===== config.mk =====
export PLATFORM = sky130hd
export DESIGN_NAME = instruction_encoder_loader
export DESIGN_NICKNAME = d
export VERILOG_FILES = /design/src/rtl/instruction_encoder_loader_pkg.sv /design/src/rtl/instruction_encoder_loader_inst_field_packer.sv /design/src/rtl/instruction_encoder_loader.sv
export SDC_FILE = /design/constraint.sdc
export NUM_CORES = 1
export LEC_CHECK = 0
export BUFFER_PORTS_ARGS = -buffer_cell sky130_fd_sc_hd__buf_2
export CAP_MARGIN = 10
export CORE_MARGIN = 5
export CORE_UTILIZATION = 55
export CTS_CLUSTER_SIZE = 20
export DETAILED_ROUTE_END_ITERATION = 16
export GPL_ROUTABILITY_DRIVEN = 0
export GPL_TIMING_DRIVEN = 1
export PLACE_DENSITY_LB_ADDON = 0.1
export SLEW_MARGIN = 20
export SYNTH_ARGS = -nofsm -noshare
export SYNTH_HDL_FRONTEND = slang
export SYNTH_HIERARCHICAL = 1
export SYNTH_SLANG_ARGS = --single-unit

===== constraint.sdc =====
create_clock -name clk -period 4.4 [get_ports clk]
set_input_delay 0.22 -clock clk [delete_from_list [all_inputs] [get_ports clk]]
set_output_delay 0.22 -clock clk [all_outputs]
set_load 0.01 [all_outputs]

===== src/rtl/instruction_encoder_loader_pkg.sv =====
// instruction_encoder_loader_pkg: shared formats, states and immediate limits for the RV32I encoder/loader
package instruction_encoder_loader_pkg;
  typedef enum logic [2:0] {FMT_R, FMT_I, FMT_S, FMT_B, FMT_U, FMT_J} fmt_e;
  typedef enum logic [1:0] {IDLE, LOAD, DRAIN} state_e;
  localparam logic [31:0] NOP_INST = 32'h0000_0013;
  localparam int IMM12_MIN = -2048;
  localparam int IMM12_MAX = 2047;
  localparam int IMM13_MIN = -4096;
  localparam int IMM13_MAX = 4094;
  localparam int IMM21_MIN = -1048576;
  localparam int IMM21_MAX = 1048574;
endpackage


===== src/rtl/instruction_encoder_loader_inst_field_packer.sv =====
// inst_field_packer: packs RV32I fields and immediate into an instruction word and flags unrepresentable immediates
module inst_field_packer
  import instruction_encoder_loader_pkg::*;
(
  input  logic [2:0]  fmt,
  input  logic [6:0]  opcode,
  input  logic [2:0]  funct3,
  input  logic [6:0]  funct7,
  input  logic [4:0]  rd,
  input  logic [4:0]  rs1,
  input  logic [4:0]  rs2,
  input  logic [31:0] imm,
  output logic [31:0] inst,
  output logic        err
);
  logic signed [31:0] s;
  assign s = imm;
  always_comb begin
    inst = NOP_INST;
    err = 1'b1;
    case (fmt)
      FMT_R: begin
        inst = {funct7, rs2, rs1, funct3, rd, opcode};
        err = 1'b0;
      end
      FMT_I: begin
        inst = {imm[11:0], rs1, funct3, rd, opcode};
        err = s < IMM12_MIN || s > IMM12_MAX;
      end
      FMT_S: begin
        inst = {imm[11:5], rs2, rs1, funct3, imm[4:0], opcode};
        err = s < IMM12_MIN || s > IMM12_MAX;
      end
      FMT_B: begin
        inst = {imm[12], imm[10:5], rs2, rs1, funct3, imm[4:1], imm[11], opcode};
        err = s < IMM13_MIN || s > IMM13_MAX || imm[0];
      end
      FMT_U: begin
        inst = {imm[31:12], rd, opcode};
        err = |imm[11:0];
      end
      FMT_J: begin
        inst = {imm[20], imm[10:1], imm[11], imm[19:12], rd, opcode};
        err = s < IMM21_MIN || s > IMM21_MAX || imm[0];
      end
      default: ;
    endcase
  end
endmodule


===== src/rtl/instruction_encoder_loader.sv =====
// instruction_encoder_loader: encodes field bundles and streams them with sequential addresses to instruction memory
module instruction_encoder_loader
  import instruction_encoder_loader_pkg::*;
#(
  parameter int                ADDR_W    = 32,
  parameter logic [ADDR_W-1:0] BASE_ADDR = '0,
  parameter int                LEN_W     = 16
) (
  input  logic              clk,
  input  logic              rst_n,
  input  logic              start,
  input  logic [LEN_W-1:0]  prog_len,
  input  logic              in_valid,
  output logic              in_ready,
  input  logic [2:0]        in_fmt,
  input  logic [6:0]        in_opcode,
  input  logic [2:0]        in_funct3,
  input  logic [6:0]        in_funct7,
  input  logic [4:0]        in_rd,
  input  logic [4:0]        in_rs1,
  input  logic [4:0]        in_rs2,
  input  logic [31:0]       in_imm,
  output logic              out_valid,
  input  logic              out_ready,
  output logic [31:0]       out_inst,
  output logic [ADDR_W-1:0] out_addr,
  output logic              out_err,
  output logic              busy,
  output logic              done,
  output logic [7:0]        err_cnt
);
  state_e state;
  logic [LEN_W-1:0] remaining;
  logic [ADDR_W-1:0] addr;
  logic [31:0] enc_inst;
  logic enc_err, accept;
  inst_field_packer u_packer (
    .fmt(in_fmt), .opcode(in_opcode), .funct3(in_funct3), .funct7(in_funct7),
    .rd(in_rd), .rs1(in_rs1), .rs2(in_rs2), .imm(in_imm),
    .inst(enc_inst), .err(enc_err)
  );
  // single output register refills in the same cycle it drains
  assign in_ready = state == LOAD && (!out_valid || out_ready);
  assign accept = in_valid && in_ready;
  assign busy = state != IDLE;
  always_ff @(posedge clk or negedge rst_n) begin
    if (!rst_n) begin
      state <= IDLE;
      remaining <= '0;
      addr <= BASE_ADDR;
      out_valid <= 1'b0;
      out_inst <= '0;
      out_addr <= BASE_ADDR;
      out_err <= 1'b0;
      done <= 1'b0;
      err_cnt <= '0;
    end else begin
      done <= 1'b0;
      if (accept) begin
        out_valid <= 1'b1;
        out_inst <= enc_inst;
        out_addr <= addr;
        out_err <= enc_err;
        addr <= addr + ADDR_W'(4);
        remaining <= remaining - LEN_W'(1);
        if (enc_err && err_cnt != 8'hff) err_cnt <= err_cnt + 8'd1;
      end else if (out_ready) begin
        out_valid <= 1'b0;
      end
      case (state)
        IDLE: if (start) begin
          if (prog_len != '0) begin
            state <= LOAD;
            remaining <= prog_len;
            addr <= BASE_ADDR;
            err_cnt <= '0;
          end else begin
            done <= 1'b1;
          end
        end
        LOAD: if (accept && remaining == LEN_W'(1)) state <= DRAIN;
        DRAIN: if (out_valid && out_ready) begin
          state <= IDLE;
          done <= 1'b1;
        end
        default: state <= IDLE;
      endcase
    end
  end
endmodule


; ---- Word-level counts from Yosys, hierarchy flattened
; Cells that the tools add are included.
[totals]
ff_bits = 125
out_inout_bits = 77
[op_classes]
add_sub_neg = 3
magnitude_cmp = 6
eq_ne = 13
n_mux = 26
reduce_logical = 20
[ops]
columns = cell, n
row1 = $pmux 32 s6, 1
row2 = $mux 32, 4
row3 = $mux 16, 4
row4 = $mux 8, 5
row5 = $add 32x3->32 const B, 1
row6 = $gt 32x12->1 const B, 1
row7 = $gt 32x13->1 const B, 1
row8 = $gt 32x21->1 const B, 1
row9 = $lt 32x12->1 const B, 1
row10 = $lt 32x13->1 const B, 1
row11 = $lt 32x21->1 const B, 1
row12 = $eq 16x1->1 const B, 1
row13 = $reduce_bool 16->1, 1
row14 = $sub 16x1->16 const B, 1
row15 = $reduce_or 12->1, 1
row16 = $add 8x1->8 const B, 1
row17 = $mux 2, 4
row18 = $ne 8x8->1 const B, 1
row19 = $eq 3x2->1 const B, 2
row20 = $eq 3x3->1 const B, 2
row21 = $logic_or 1x1->1, 6
row22 = $ne 2x2->1 const B, 3
row23 = $pmux 2 s3, 1
row24 = $logic_and 1x1->1, 5
row25 = other kinds (13), 18

; ---- Longest topological paths before layout
; Gate-level depths: netlist of the first run.
[depth]
word_depth = 10
ltp_mapped = 9

; ---- By module
; Netlist of the first run, hierarchy kept.
[by_module_without_submodules]
columns = mod, n_inst, cells_per_inst, area_each_um2
row1 = instruction_encoder_loader, 1, 510, 5716.7
row2 = inst_field_packer, 1, 124, 780.7

; ---- Least setup slack after synthesis of the first run
; Ideal clock, no wire load.
[synth_timing]
kind = register to register
startpoint = register remaining[6]
endpoint = register remaining[13]
arrival_ns = 1.925
required_ns = 4.318
setup_slack_ns = 2.393
stages_incl_launch_ff = 6
n_path_buf = 1
synth_period_minus_slack_ns = 2.007
path_cell_list = dfrtp_1 or3_4 or3_1 buf_2 or4_1 a31oi_1
[synth_via]
elab_chain_cells = 5
[synth_lines]
columns = item, line
row1 = from (decl), instruction_encoder_loader.sv:33  ; logic [LEN_W-1:0] remaining;
row2 = from (signal assigned), instruction_encoder_loader.sv:65  ; remaining <= remaining - LEN_W'(1);
row3 = from (signal assigned), instruction_encoder_loader.sv:74  ; remaining <= prog_len;
row4 = $sub 16x1->16 *, instruction_encoder_loader.sv:65
row5 = $mux 16 *, instruction_encoder_loader.sv:59  ; if (accept) begin
row6 = $mux 16, instruction_encoder_loader.sv:72  ; if (prog_len != '0) begin
row7 = $mux 16, instruction_encoder_loader.sv:71  ; IDLE: if (start) begin
row8 = $mux 16 *, instruction_encoder_loader.sv:70  ; case (state)
; Mark *: on every way between the ends. The rest lies on a longest branch, timed or not.
; A chain may end at the register's enable or synchronous reset.

; ---- Worst setup path after layout of the first run
[layout_timing]
startpoint = input in_fmt[1]
endpoint = register err_cnt[7]
[layout_via]
elab_chain_cells = 9
[layout_lines]
columns = item, line
row1 = from (decl), instruction_encoder_loader.sv:15  ; input logic [2:0] in_fmt,
row2 = $eq 3x1->1 or $eq 3x2->1 (tied branches), instruction_encoder_loader_inst_field_packer.sv:21  ; case (fmt)
row3 = $reduce_or 2->1 (no line), -
row4 = $pmux 1 s5 *, instruction_encoder_loader_inst_field_packer.sv:21
row5 = net enc_err, instruction_encoder_loader.sv:36  ; logic enc_err, accept;
row6 = $logic_and 1x1->1 *, instruction_encoder_loader.sv:66  ; if (enc_err && err_cnt != 8'hff) err_cnt <= err_cnt + 8'd1;
row7 = $mux 8 *, instruction_encoder_loader.sv:66
row8 = $mux 8 *, instruction_encoder_loader.sv:59
row9 = $mux 8, instruction_encoder_loader.sv:72
row10 = $mux 8, instruction_encoder_loader.sv:71
row11 = $mux 8 *, instruction_encoder_loader.sv:70
row12 = to (signal assigned), instruction_encoder_loader.sv:66
row13 = to (decl), instruction_encoder_loader.sv:30  ; output logic [7:0] err_cnt
; Mark *: on every way through the listed nets, which the timed path passes. The rest lies on a longest branch.

==> results.yml, run 1 <==
run_status:
  status: "completed"
drt:
  vias_per_cell: 6.32
  dr.pass1.iters: 8
  num_vias: 5898
  drt-total-wl_um: 17400
  drcViolationCount: 0
  drt_iter0_markers: 594
  final_antenna_net_count: 0
  drt-wirelength-per-cell_um: 18.7
worst_hold_path:
  hold_end: "remaining[1]$_DFF_PN0_"
  hp-start: "prog_len[1]"
  hold-path-cell-count: 2
  min_path_type: "input pin to register"
sta:
  fin_crit_ns: 2.78
  worst_pin_slew_ns: 1.02
  finalCritPeriodShare_pct: 63.2
  rsz0062_at_grt: "false"
  finalMaxSlewViolations: 0
  final-setup-viol-count: 0
  timing.fmax_ghz: 0.359
  tns_ns: 0
  finClkSkew_ns: 0.00714
  slew_headroom_pct: 31.8
  hold_viol_final: 0
  worst_slack_ns: 1.62
worst_setup_path:
  worstRegToRegCells: 3
  cp_slowest_cell: "or4_1"
  crit_cells: 8
  crit_fanout: 22
  r2r_slack_ns: 1.82
  arrival_ns: 3.10
  regToRegStartpoint: "state[0]$_DFFE_PN0P_"
  crit_family: "simple AND/OR/NAND/NOR gates"
  end_kind: "register"
  critPathBufInv: 2
  path_class: "input pin to register"
  r2r-end: "out_inst[22]$_DFFE_PN0P_"
  path_cells: "buf_2 > inv_1 > nor2_1 > o211ai_1 > o2111ai_1 > nand4_1 > or4_1 > a21oi_1"
  cp.required_ns: 4.72
  cp_slowest_stage_delay_ns: 0.67
  start_kind: "input pin"
synth:
  syn_inst: 634
  ys_seq_area_share_pct: 46.6
  synth_area_per_cell_um2: 10.2
  synth_top_flop_cell: "dfrtp_1"
  synthArstFlopShare_pct: 100
  synthesis.area_um2: 6500
  synth_edf_count: 0
  yosysWarnings: 6
  synth_seq_cells: 121
  yosysUniqueCellTypes: 52
global_route:
  grt_pass1_vias: 5765
  grt_overflow: 0
  track_usage_pct: 25.1
  grt_max_degree: 71
  antenna_found_initial: 0
  grt_first_pass_wirelength_um: 29100
cells_and_area:
  fillers: 907
  drive_above_1_share_pct: 33.9
  n_antenna_cell: 0
  layout_common_cells: "buf_2, dfrtp_1, mux2_2"
  syn2layout_area_growth_pct: 21.5
  final_common_cell: "buf_2"
  final_util_pct: 68.6
  design.final.nets: 873
cts:
  postCtsSetupRepairBufs: 0
  clk_pin_slew_worst_paths_ns: 0.05
  worstSkewPairLatency_ns: 0.40
  cts_buffer_depth: 2
  cts_sinks: 121
  cts_root_buf: "clkbuf_16"
  cts_buffers: 17
  postCtsResizedCells: 0
  cts_tree: "built"
  cts-htree-levels: 4
die:
  num_rows: 39
  dieArea_um2: 14100
  start_util_pct: 56.4
  core_area_um2: 11500
  die_y_um: 119
  chipWidth_um: 119
  boundaryPins: 165
pwr:
  irDropWorstVdd_mv: 0.223
  power.density_nw_per_um2: 442
  leakage_nw: 3.68
  power_mw: 3.49
place:
  dp_slack_ns: 1.30
  io_buffers: 162
  dp_hpwl_um: 12300
flow_run:
  cap_violations: 0
[synth_stat cells (all sizes together), types with 3 or more instances]
| library cell | number | share of area [%] |
|---|---|---|
| xnor2 | 4 | 0.54 |
| o41ai | 4 | 0.54 |
| nand2b | 6 | 0.58 |
| inv | 12 | 0.69 |
| dfrtp | 121 | 47 |
| nor2b | 4 | 0.42 |
| o2111ai | 3 | 0.40 |
| a21oi | 31 | 2.4 |
| buf | 14 | 1.3 |
| nor3 | 14 | 1.1 |
| nand2 | 35 | 2.0 |
| a21o | 9 | 1.0 |
| nand3 | 24 | 1.8 |
| and3 | 6 | 0.58 |
| and4 | 9 | 1.2 |
| a22oi | 5 | 0.58 |
| and2 | 6 | 0.58 |
| nand4 | 28 | 2.7 |
| a22o | 13 | 1.8 |
| or4 | 21 | 2.4 |
| nor4 | 24 | 2.3 |
| nand3b | 3 | 0.35 |
| mux2 | 64 | 11 |
| o31ai | 19 | 2.2 |
| xor2 | 9 | 1.2 |
| clkbuf | 26 | 1.5 |
| ha | 4 | 0.77 |
| or3 | 13 | 1.5 |
| mux2i | 18 | 2.8 |
| o21ai | 38 | 2.9 |
| a31oi | 10 | 0.96 |
| nor2 | 23 | 1.4 |
[per-stage QoR]
| stage | std cells | cell area [µm²] | hold slack (ns) |
|---|---|---|---|
| 3_5_place_dp | 904 | 7360 | 0.116 |
| 5_1_grt | 933 | 7900 | 0.0534 |
| 3_3_place_gp | 904 | 7360 | 0.110 |
| 6_report | 933 | 7900 | 0.0614 |
| 4_1_cts | 933 | 7900 | 0.0470 |
| 2_1_floorplan | 635 | 6500 | -0.0756 |
[logic make-up (layout without fill, tap and decap cells)]
| family | Yosys count | in the layout | share of synthesized area [%] |
|---|---|---|---|
| buffers and inverters | 52 | 207 | 3.47 |
| AND/OR/NAND/NOR | 222 | 222 | 19.7 |
| XOR/XNOR | 13 | 13 | 1.75 |
| other | 1 | 2 | 0.0577 |
| multiplexers | 82 | 82 | 13.9 |
| AO/OA/AOI/OAI | 139 | 139 | 13.8 |
| adder cells (fa/ha/maj) | 4 | 4 | 0.770 |
| flip-flops | 121 | 121 | 46.6 |
[power breakdown]
part | total, mW | internal (mW) | switching [mW]
clock network | 1.25 | 0.804 | 0.442
registers | 1.49 | 1.30 | 0.184
logic | 0.761 | 0.347 | 0.414
[how the worst max path moves through the flow]
stage / to / from / slack (ns)
2_1_floorplan: remaining[13]$_DFF_PN0_ / remaining[6]$_DFF_PN0_ / 2.39
3_3_place_gp: err_cnt[7]$_DFF_PN0_ / in_fmt[1] / 1.50
3_5_place_dp: err_cnt[7]$_DFF_PN0_ / in_fmt[1] / 1.30
4_1_cts: err_cnt[7]$_DFF_PN0_ / in_fmt[1] / 1.69
5_1_grt: err_cnt[7]$_DFF_PN0_ / in_fmt[1] / 1.42
6_report: err_cnt[7]$_DFF_PN0_ / in_fmt[1] / 1.62
[registers in the layout, indices dropped and copies added, names as in the netlist]
signal	count
out_inst	32
out_err	1
addr	30
remaining	16
out_valid	1
err_cnt	8
done	1
state	2
out_addr	30
[timing repair]
item / in CTS / in global routing
endpoints found under the setup margin: 0 / 0
hold buffers: 1 / 0
hold endpoints to repair: 17 / 0
[layer usage]
layer | up-vias | track usage [%] | share of wire, %
met5 | - | 0 | 0
met4 | 0 | 8.04 | 1.5
met3 | 29 | 5.87 | 7.9
met2 | 288 | 42.1 | 49
met1 | 2872 | 32.4 | 41
li1 | 2709 | - | -
[cell type report]
type / instances / area (µm²) / area share (%)
clock buffers: 24 / 482 / 6.10
clock inverters: 4 / 45.0 / 0.571
inverters: 12 / 45.0 / 0.571
multi-input cells: 462 / 3260 / 41.3
flip-flops and latches: 121 / 3030 / 38.4
well taps: 143 / 179 / 2.27
repair buffers: 167 / 853 / 10.8
Power figures use the tool's default switching activity.
==> inputs of run 2 (changes only) <==
--- a/config.mk
+++ b/config.mk
@@ -8,7 +8,7 @@
 export BUFFER_PORTS_ARGS = -buffer_cell sky130_fd_sc_hd__buf_2
 export CAP_MARGIN = 10
 export CORE_MARGIN = 5
-export CORE_UTILIZATION = 55
+export CORE_UTILIZATION = 54
 export CTS_CLUSTER_SIZE = 20
 export DETAILED_ROUTE_END_ITERATION = 16
 export GPL_ROUTABILITY_DRIVEN = 0
==> constraint.sdc (replaced) <==
create_clock -name clk -period 2.9 [get_ports clk]
set_input_delay 0.145 -clock clk [delete_from_list [all_inputs] [get_ports clk]]
set_output_delay 0.145 -clock clk [all_outputs]
set_load 0.01 [all_outputs]
==> results.yml, run 2 (synthesis gave the netlist of run 1 again) <==
cells_and_area:
  design.final.nets: 885
  final_util_pct: 67.9
  final_common_cell: "buf_2"
  largest_register_ffs: 32
  drive_above_1_share_pct: 35.4
  fillers: 942
  largest-register: "out_inst"
  n_antenna_cell: 0
  syn2layout_area_growth_pct: 24.4
  reg_top3: "out_inst x32, addr x30, out_addr x30"
  layout_common_cells: "buf_2, dfrtp_1, mux2_2"
worst_setup_path:
  path_class: "register to register"
  crit_cells: 4
  cp_slowest_stage_delay_ns: 0.72
  endpoint: "addr[12]$_DFF_PN0_"
  worstSetupStartpoint: "addr[5]$_DFF_PN0_"
  cp_slowest_cell: "or4_1"
  r2r_slack_ns: 0.52
  end_kind: "register"
  regToRegStartpoint: "addr[5]$_DFF_PN0_"
  path_cells: "and4_1 > nand2_1 > or4_1 > a21oi_1"
  crit_fanout: 30
  worstRegToRegCells: 4
  r2r-end: "addr[12]$_DFF_PN0_"
  critPathBufInv: 0
  crit_family: "simple AND/OR/NAND/NOR gates"
  start_kind: "register"
  arrival_ns: 2.71
  cp.required_ns: 3.23
global_route:
  antenna_found_initial: 0
  grt_pass1_vias: 5728
  grt_overflow: 0
  grt_max_degree: 122
  grt_first_pass_wirelength_um: 28700
  track_usage_pct: 24.4
cts:
  postCtsResizedCells: 0
  cts_root_buf: "clkbuf_16"
  worstSkewPairLatency_ns: 0.42
  cts_buffers: 17
  cts_sinks: 121
  cts-htree-levels: 4
  postCtsSetupRepairBufs: 0
  clk_pin_slew_worst_paths_ns: 0.06
  cts_tree: "built"
  cts_buffer_depth: 2
die:
  chipWidth_um: 120
  boundaryPins: 165
  start_util_pct: 54.5
  num_rows: 40
  dieArea_um2: 14300
  die_y_um: 120
  core_area_um2: 11900
drt:
  drt-wirelength-per-cell_um: 18.3
  vias_per_cell: 6.18
  drt_iter0_markers: 560
  wl_met3_um: 1310
  met2_length_um: 8390
  num_vias: 5886
  dr.pass1.iters: 5
  wl_met1_um: 7470
  highest_layer: "met4"
  drcViolationCount: 0
  drt-total-wl_um: 17400
  final_antenna_net_count: 0
run_status:
  status: "completed"
place:
  dp_hpwl_um: 12400
  dp_slack_ns: 0.131
  io_buffers: 162
sta:
  slew_headroom_pct: 36.2
  final-setup-viol-count: 0
  finClkSkew_ns: 0.0254
  finalCritPeriodShare_pct: 82.1
  rsz0062_at_grt: "false"
  timing.fmax_ghz: 0.420
  tns_ns: 0
  worst_slack_ns: 0.521
  finalMaxSlewViolations: 0
  worst_pin_slew_ns: 0.956
  fin_crit_ns: 2.38
  hold_viol_final: 0
pwr:
  irDropWorstVdd_mv: 0.344
  leakage_nw: 3.75
  power_mw: 5.48
  power.density_nw_per_um2: 678
worst_hold_path:
  hp-start: "prog_len[2]"
  min_path_type: "input pin to register"
flow_run:
  cap_violations: 0
run 2: cell types whose count changed in the layout (fill, tap and decap cells not counted), sizes merged:
cell         previous run  this run
buf                   166       175
bufinv                  1         2
clkbuf                 24        18
clkinv                  3         5
clkinvlp                0         6
dlygate4sd3             1         4
inv                    12        13
run 2: metrics by stage:
stage / std cells / hold WS, ns / area (µm²)
floorplan: 635 / -0.151 / 6500
detailed placement: 917 / 0.301 / 7460
finish: 953 / 0.000240 / 8090
global route: 953 / 0.0257 / 8090
CTS: 953 / 0.00318 / 8090
global placement: 917 / 0.290 / 7460
run 2: per-layer routing:
metal  vias up  GRT usage, %
li1       2746             -
met1      2823          32.3
met2       293          40.3
met3        24          5.47
met4         0          7.52
met5         -             0
run 2: how the worst min path moves through the flow:
stage                               endpoint  cells after the start
floorplan                 addr[10]$_DFF_PN0_                      0
global placement    out_inst[14]$_DFFE_PN0P_                      2
detailed placement  out_inst[14]$_DFFE_PN0P_                      2
CTS                   remaining[6]$_DFF_PN0_                      3
global route          remaining[2]$_DFF_PN0_                      3
finish                remaining[2]$_DFF_PN0_                      3
run 2: timing repair:
action / 4_1_cts / 5_1_grt
endpoints found under the setup margin: 0 / 0
hold endpoints to repair: 124 / 0
hold buffers: 4 / 0
run 2: final cells by class:
cell class	count	area (µm²)	share of cell area (%)
clock buffer	18	439	5.43
clock inverter	14	150	1.86
inverter	12	45.0	0.557
multi-input combinational	462	3260	40.4
sequential	121	3030	37.4
tap	147	184	2.27
timing repair buffer	179	976	12.1
run 2: worst min-delay path, cell delays in order:
cell and delay, ns:
buf_2 0.09, nand3_1 0.07, o21ai_0 0.07
run 2: power breakdown:
group | total [mW] | internal (mW) | switching (mW)
registers | 2.25 | 1.97 | 0.272
clock network | 2.06 | 1.29 | 0.776
logic | 1.17 | 0.539 | 0.632
